File: config.mk
export PLATFORM = sky130hd
export DESIGN_NAME = pipeline_ctrl
export DESIGN_NICKNAME = d
export VERILOG_FILES = /design/src/rtl/pipe_ctrl_pkg.sv /design/src/rtl/hazard_unit.sv /design/src/rtl/pipeline_ctrl.sv
export SDC_FILE = /design/constraint.sdc
export NUM_CORES = 1
export LEC_CHECK = 0
export CAP_MARGIN = 20
export CORE_MARGIN = 2
export CORE_UTILIZATION = 25
export CTS_BUF_LIST = sky130_fd_sc_hd__clkbuf_8
export CTS_CLUSTER_SIZE = 28
export DETAILED_ROUTE_END_ITERATION = 7
export GPL_TIMING_DRIVEN = 0
export MAX_ROUTING_LAYER = met4
export PLACE_DENSITY = 0.67
export SYNTH_ARGS = -nofsm -noshare
export SYNTH_HDL_FRONTEND = slang
export SYNTH_SLANG_ARGS = --single-unit
File: constraint.sdc
create_clock -name clk -period 2.1 [get_ports clk]
set_input_delay 0.42 -clock clk [delete_from_list [all_inputs] [get_ports clk]]
set_output_delay 0.42 -clock clk [all_outputs]
set_load 0.02 [all_outputs]
File: src/rtl/pipe_ctrl_pkg.sv
// Shared types for the pipeline stall/flush controller.
package pipe_ctrl_pkg;

  typedef enum logic [1:0] {
    RUN      = 2'd0,
    MEM_WAIT = 2'd1,
    HALT     = 2'd2
  } state_e;

  localparam logic [4:0] REG_X0 = 5'd0;

endpackage

File: src/rtl/hazard_unit.sv
// Load-use detector: flags an ID instruction that reads the destination of a load in EX.
module hazard_unit
  import pipe_ctrl_pkg::*;
(
  input  logic [4:0] id_rs1,
  input  logic [4:0] id_rs2,
  input  logic       id_uses_rs1,
  input  logic       id_uses_rs2,
  input  logic [4:0] ex_rd,
  input  logic       ex_mem_to_reg,
  input  logic       ex_nop,
  output logic       load_use
);

  logic rs1_hit;
  logic rs2_hit;

  assign rs1_hit  = id_uses_rs1 && (id_rs1 == ex_rd);
  assign rs2_hit  = id_uses_rs2 && (id_rs2 == ex_rd);
  // x0 is never really written, so a load into it cannot create a hazard
  assign load_use = ex_mem_to_reg && !ex_nop && (ex_rd != REG_X0) && (rs1_hit || rs2_hit);

endmodule

File: src/rtl/pipeline_ctrl.sv
// Stall/flush controller for the 5-stage pipeline: load-use, branch flush, memory wait, ebreak halt.
// Define PIPE_CTRL_PERF_EN to build the stall/flush performance counters.
module pipeline_ctrl
  import pipe_ctrl_pkg::*;
#(
  parameter int MEM_LAT = 2,
  parameter int CNT_W   = (MEM_LAT > 0) ? $clog2(MEM_LAT + 1) : 1
) (
  input  logic        clk,
  input  logic        rst,
  input  logic [4:0]  id_rs1,
  input  logic [4:0]  id_rs2,
  input  logic        id_uses_rs1,
  input  logic        id_uses_rs2,
  input  logic [4:0]  ex_rd,
  input  logic        ex_mem_to_reg,
  input  logic        ex_nop,
  input  logic        ex_branch_taken,
  input  logic        mem_access,
  input  logic        mem_ebreak,
  input  logic        mem_nop,
  input  logic        resume,
  output logic        pc_stop,
  output logic        ifid_stop,
  output logic        idex_stop,
  output logic        exmem_stop,
  output logic        memwb_stop,
  output logic        ifid_clr,
  output logic        idex_clr,
  output logic        exmem_clr,
  output logic        memwb_clr,
  output logic        halted,
  output logic [31:0] stall_cycles,
  output logic [31:0] flush_count
);

  localparam bit              WAIT_EN  = (MEM_LAT > 0);
  localparam logic [CNT_W-1:0] CNT_INIT = CNT_W'((MEM_LAT > 0) ? MEM_LAT - 1 : 0);

  state_e           state_q, state_d;
  logic [CNT_W-1:0] cnt_q, cnt_d;
  logic             halted_q;
  logic             load_use;

  hazard_unit u_hazard (
    .id_rs1        (id_rs1),
    .id_rs2        (id_rs2),
    .id_uses_rs1   (id_uses_rs1),
    .id_uses_rs2   (id_uses_rs2),
    .ex_rd         (ex_rd),
    .ex_mem_to_reg (ex_mem_to_reg),
    .ex_nop        (ex_nop),
    .load_use      (load_use)
  );

  always_ff @(posedge clk or posedge rst) begin
    if (rst) begin
      state_q  <= RUN;
      cnt_q    <= '0;
      halted_q <= 1'b0;
    end else begin
      state_q  <= state_d;
      cnt_q    <= cnt_d;
      halted_q <= (state_d == HALT);
    end
  end

  assign halted = halted_q;

  always_comb begin
    state_d    = state_q;
    cnt_d      = cnt_q;
    pc_stop    = 1'b0;
    ifid_stop  = 1'b0;
    idex_stop  = 1'b0;
    exmem_stop = 1'b0;
    memwb_stop = 1'b0;
    ifid_clr   = 1'b0;
    idex_clr   = 1'b0;
    exmem_clr  = 1'b0;
    memwb_clr  = 1'b0;

    if (rst) begin
      ifid_clr  = 1'b1;
      idex_clr  = 1'b1;
      exmem_clr = 1'b1;
      memwb_clr = 1'b1;
    end else begin
      unique case (state_q)
        RUN: begin
          if (mem_ebreak && !mem_nop) begin
            pc_stop   = 1'b1;
            ifid_stop = 1'b1;
            idex_stop = 1'b1;
            exmem_clr = 1'b1;
            state_d   = HALT;
          end else if (WAIT_EN && mem_access && !mem_nop) begin
            pc_stop    = 1'b1;
            ifid_stop  = 1'b1;
            idex_stop  = 1'b1;
            exmem_stop = 1'b1;
            memwb_clr  = 1'b1;
            cnt_d      = CNT_INIT;
            state_d    = MEM_WAIT;
          end else if (ex_branch_taken && !ex_nop) begin
            // wrong-path ID instruction is discarded, so any load-use on it is moot
            ifid_clr = 1'b1;
            idex_clr = 1'b1;
          end else if (load_use) begin
            pc_stop   = 1'b1;
            ifid_stop = 1'b1;
            idex_clr  = 1'b1;
          end
        end
        MEM_WAIT: begin
          // the first stall cycle was spent in RUN, so cnt==0 is the release cycle
          if (cnt_q != '0) begin
            pc_stop    = 1'b1;
            ifid_stop  = 1'b1;
            idex_stop  = 1'b1;
            exmem_stop = 1'b1;
            memwb_clr  = 1'b1;
            cnt_d      = cnt_q - CNT_W'(1);
          end else begin
            state_d = RUN;
          end
        end
        HALT: begin
          if (resume) begin
            state_d = RUN;
          end else begin
            pc_stop    = 1'b1;
            ifid_stop  = 1'b1;
            idex_stop  = 1'b1;
            exmem_stop = 1'b1;
            memwb_stop = 1'b1;
          end
        end
        default: state_d = RUN;
      endcase
    end
  end

`ifdef PIPE_CTRL_PERF_EN
  logic [31:0] stall_q, flush_q;

  // ifid_clr outside reset only comes from a taken-branch flush
  always_ff @(posedge clk or posedge rst) begin
    if (rst) begin
      stall_q <= '0;
      flush_q <= '0;
    end else begin
      if (pc_stop && (stall_q != 32'hFFFF_FFFF)) stall_q <= stall_q + 32'd1;
      if (ifid_clr && (flush_q != 32'hFFFF_FFFF)) flush_q <= flush_q + 32'd1;
    end
  end

  assign stall_cycles = stall_q;
  assign flush_count  = flush_q;
`else
  assign stall_cycles = 32'b0;
  assign flush_count  = 32'b0;
`endif

endmodule

* Yosys cells after proc, flatten, opt, wreduce, memory -nomap -nowiden
Cells that the tools add are included.
Cells by class: add/sub/neg operators 1, equality and inequality tests 8, multiplexer cells 42, bitwise logic cells 1, reduce and logical (&&, ||, !) cells 16
Operators by type and width (number):
- $mux 1 | 28
- $mux 2 | 8
- $eq 5x5->1 | 2
- $pmux 1 s3 | 3
- $logic_and 1x1->1 | 8
- $ne 2x2->1 const B | 3
- $pmux 2 s3 | 1
- $reduce_and 5->1 | 1
- $reduce_bool 5->1 | 1
- $eq 2x2->1 const B | 2
- $pmux 2 s2 | 1
- $reduce_bool 2->1 | 2
- $eq 2x1->1 const B | 1
- $logic_not 1->1 | 2
- $logic_not 2->1 | 1
- $pmux 1 s2 | 1
- $sub 2x1->2 const B | 1
- $logic_or 1x1->1 | 1
- $not 1->1 | 1
Storage, ports and cells: bits in registers 5, input port bits 26, output and inout port bits 74, logic and storage cells 71

* Logic depth before layout (Yosys ltp)
depth in word-level cells 10, mapped depth 7, gate-level depth less buffers 6

* Modules after synthesis
A second synthesis with hierarchy kept.
Unflattened totals: cells, all modules 136, area, all modules 1052.3 µm²
Modules (own cells, without submodules):
- pipeline_ctrl | instances 1, cells an instance 118, area each 912.1 µm²
- hazard_unit | instances 1, cells an instance 18, area each 140.1 µm²

* Worst setup path before layout
Ideal clock, no wire load.
path type reg-to-output, start point register cnt_q[0], end point output port pc_stop, arrival time 1.493 ns, data required time 1.680 ns, slack 0.187 ns, stages on the path, launching flop included 8, path buffers 1, cells stage by stage dfrtp_1 -> inv_1 -> ha_1 -> or2b_1 -> nor2_1 -> a21oi_1 -> o22ai_2 -> buf_4
Between the ends: cells in the longest elaborated chain, start to end 4
Ends and longest elaborated chain:
- from (decl) | RTL line pipeline_ctrl.sv:41 | logic [CNT_W-1:0] cnt_q, cnt_d;
- from (signal assigned) | RTL line pipeline_ctrl.sv:63 | cnt_q <= cnt_d;
- $reduce_bool 2->1 | RTL line pipeline_ctrl.sv:117 | if (cnt_q != '0) begin
- $mux 1
- $pmux 1 s3
- $mux 1
- to (decl) | RTL line pipeline_ctrl.sv:23 | output logic pc_stop,
No other way between the ends.

* Worst setup path in the final report
start point input port ex_rd[1], end point output port ifid_stop
Between the ends: cells in the longest elaborated chain, start to end 10, elaborated cells between the ends (all ways) 14, those cells by class 2 x eq/ne; 6 x mux; 6 x reduce/logical
Ends and longest elaborated chain:
- from (decl) | RTL line pipeline_ctrl.sv:15 | input logic [4:0] ex_rd,
- $eq 5x5->1, on equally long branches | RTL line hazard_unit.sv:18, hazard_unit.sv:19
- $logic_and 1x1->1, on equally long branches | RTL line hazard_unit.sv:18, hazard_unit.sv:19
- $logic_or 1x1->1 | RTL line hazard_unit.sv:21 | assign load_use = ex_mem_to_reg && !ex_nop && (ex_rd != REG_X0) && (rs1_hit || rs2_hit);
- $logic_and 1x1->1 (*) | RTL line hazard_unit.sv:21
- $mux 1 (*) | RTL line pipeline_ctrl.sv:109 | end else if (load_use) begin
- $mux 1 (*) | RTL line pipeline_ctrl.sv:105 | end else if (ex_branch_taken && !ex_nop) begin
- $mux 1 (*) | RTL line pipeline_ctrl.sv:97 | end else if (WAIT_EN && mem_access && !mem_nop) begin
- $mux 1 (*) | RTL line pipeline_ctrl.sv:91 | if (mem_ebreak && !mem_nop) begin
- $pmux 1 s3 (*) | RTL line pipeline_ctrl.sv:89 | unique case (state_q)
- $mux 1 (*) | RTL line pipeline_ctrl.sv:83 | if (rst) begin
- to (decl) | RTL line pipeline_ctrl.sv:24 | output logic ifid_stop,
Every way passes the cells marked *; elsewhere a longest branch is shown, timed or not.

==> flow_metrics.py <==
metrics = {
    "timing": {
        "hold_slack_ps": 564,
        "slew_violations": 0,
        "hold_viol": 0,
        "fmax_mhz": 480,
        "finalSetupViolCount": 0,
        "rsz0062_at_grt": "true",
        "fin_worst_skew_ps": 1.03,
        "fin_crit_ps": 2080,
        "fin_crit_sh_pct": 99.2,
    },
    "cells_and_area": {
        "final_util_pct": 45.2,
        "instances_no_fill": 290,
        "final_cell_mix": "buf_4, conb_1, dlygate4sd2_1",
        "mostFrequentLayoutCell": "buf_4",
        "n_antenna_cell": 0,
        "area_growth_pct": 73.8,
        "layout.nets": 268,
        "fillers": 409,
        "finalInstanceArea_um2": 1820,
        "drive_above_1_share_pct": 44.6,
    },
    "job": {
        "maxCapViolations": 0,
    },
    "logic_synthesis": {
        "yosysWarnings": 0,
        "synth_area_leaders": "buf_4, dfrtp_1, xor2_1",
        "synth_cells": 132,
        "syn_area_per_cell_um2": 7.93,
        "syn_area_um2": 1050,
        "synth_cell_types": 35,
        "ys_seq_area_share_pct": 11.9,
        "yosys.area.top_type": "buf_4",
        "synth_seq_cells": 5,
        "synth_top_area_share_pct": 46.6,
    },
    "place": {
        "place_inst": 280,
        "place.detailed.hpwl_um": 2080,
        "placed_cell_area_um2": 1700,
        "io_buffers": 35,
        "gp_routability_congestion": 0.747,
    },
    "worst_setup_path": {
        "crit_path_cell_trace": "buf_2 > or3_1 > o311a_1 > nand3_2 > o22ai_2 > buf_4 > buf_6",
        "cp_max_fo": 3,
        "required_ps": 1680,
        "cp_top_family": "simple AND/OR/NAND/NOR gates",
        "crit_buf_inv": 3,
        "r2r_setup_slack_ps": 600,
        "crit_path_top_delay_cell": "or3_1",
        "end_kind": "output pin",
        "slowest_delay_ps": 370,
        "crit_arrival_ps": 1660,
        "start_kind": "input port",
        "crit_type": "in -> out",
    },
    "die": {
        "core_area_um2": 4030,
        "dieArea_um2": 4720,
        "io_pins": 100,
        "die_x_um": 68.7,
        "die_h_um": 68.7,
        "core.rowCount": 23,
        "initial_core_util_pct": 26.0,
    },
    "clocking": {
        "cts_buffer_depth": 2,
        "cts_tree": "built",
        "cts.sink_count": 5,
        "clkTransAtPathRegs_ps": 30,
        "clock_latency_ps": 220,
        "cts_hold_buf": 0,
        "cts_buffers": 3,
        "cts-htree-levels": 1,
        "cts.root.buffer_cell": "clkbuf_8",
    },
    "route": {
        "remaining_drc_errors": 0,
        "vias_per_cell": 3.29,
        "drt_first_iter_violations": 6,
        "totalWireLength_um": 2450,
        "wl_per_cell_um": 8.44,
        "first_pass_iters": 3,
        "vias": 955,
        "ant_nets": 0,
    },
    "pwr": {
        "max-vdd-ir-drop_uv": 459,
        "power_leakage_nw": 1.03,
        "powerDensity_nw_per_um2": 656,
    },
    "global_routing": {
        "first_global_vias": 761,
        "grt-ovfl-total": 0,
        "antenna_found_initial": 0,
        "grt_pass1_wl_um": 3150,
        "grt_max_degree": 11,
        "track_usage_pct": 8.86,
    },
    "run_status": {
        "status": "finished clean",
    },
    "min_path": {
        "min_path_type": "reg -> reg",
    },
}
## registers in the layout (all words and copies together) (netlist names)
| register | cells |
|---|---|
| cnt_q | 2 |
| halted | 1 |
| state_q | 2 |
## repair_timing
action                                  in CTS  in global routing
setup buffers                                2                  4
endpoints found under the setup margin       9                  6
gates resized for setup                     67                 22
cloned                                       0                  0
pin swaps                                   12                 12
## path summary, 6_finish.rpt
path | start | end | depth (start not counted)
worst max-delay path | ex_rd[1] | ifid_stop | 7
worst min-delay path | cnt_q[0] | cnt_q[0] | 2
worst max register to register | cnt_q[0] | cnt_q[1] | 6
worst min register to register | cnt_q[0] | cnt_q[0] | 2
max in group asynchronous | rst | cnt_q[0] | 4
min in group asynchronous | rst | halted | 4
## report_power, final
group,internal (mW),switching [mW],leakage (nW)
Combinational,0.398,0.456,0.943
Sequential,0.135,0.0353,0.0616
Clock,0.125,0.0451,0.0269
Total,0.658,0.537,1.03
## cell type report
type,count,area (um^2),area share (%)
clock buffer,3,41.3,2.27
clock inverter,1,3.75,0.206
timing repair buffer,41,348,19.1
inverter,7,30.0,1.65
multi-input combinational,116,699,38.4
sequential,5,125,6.87
tap,50,62.6,3.44
buffer,67,510,28.0
## metrics by stage
| stage | total power [mW] | TNS, ps | worst slack, ps |
|---|---|---|---|
| 3_5_place_dp | 0.902 | -3980 | -798 |
| 5_1_grt | 1.28 | -144 | -46.4 |
| 6_report | 1.19 | 0 | 17.7 |
| 3_3_place_gp | 0.897 | -3960 | -796 |
| 4_1_cts | 1.07 | -71.4 | -71.4 |
| 2_1_floorplan | 0.689 | 0 | 187 |
## synthesized netlist by cell type, drive strengths merged
| library cell | count |
|---|---|
| inv | 7 |
| o21a | 1 |
| ha | 1 |
| dfrtp | 5 |
| o41ai | 1 |
| o22ai | 1 |
| nand2 | 2 |
| nand4 | 1 |
| nand3 | 2 |
| or3 | 2 |
| o21ai | 3 |
| a31o | 2 |
| xor2 | 8 |
| nor3 | 2 |
| conb | 1 |
| a21oi | 3 |
| mux2i | 2 |
| buf | 67 |
| and2 | 2 |
| nor2 | 6 |
| xnor2 | 2 |
| a211oi | 1 |
| nor2b | 1 |
| o311a | 1 |
| o21bai | 2 |
| a32oi | 1 |
| nand2b | 1 |
| or2b | 1 |
| nor4 | 2 |
| a22o | 1 |
## tightest hold or removal path, cell delays in order (launching register included)
cell,delay [ps]
dfrtp_1,360
inv_2,80
mux2i_1,70
## kinds of logic (layout without fill, tap and decap cells)
group / count (synthesis) / after routing / share of synthesized area (%)
buffers and inverters: 74 / 119 / 50.7
AND/OR/NAND/NOR: 22 / 22 / 11.6
AO/OA/AOI/OAI: 17 / 17 / 14.0
XOR/XNOR: 10 / 10 / 8.36
flip-flops: 5 / 5 / 11.9
multiplexers: 2 / 2 / 1.91
adder cells (fa/ha/maj): 1 / 1 / 1.19
other: 1 / 64 / 0.358
## per-layer routing
layer	share of wire, %	up-vias	track usage [%]
met3	17	4	2.76
met2	49	58	17.3
met1	33	375	8.13
met4	1.0	0	2.70
li1	-	518	-
met5	0	-	-
No activity file was read; power rests on OpenSTA's default activity.
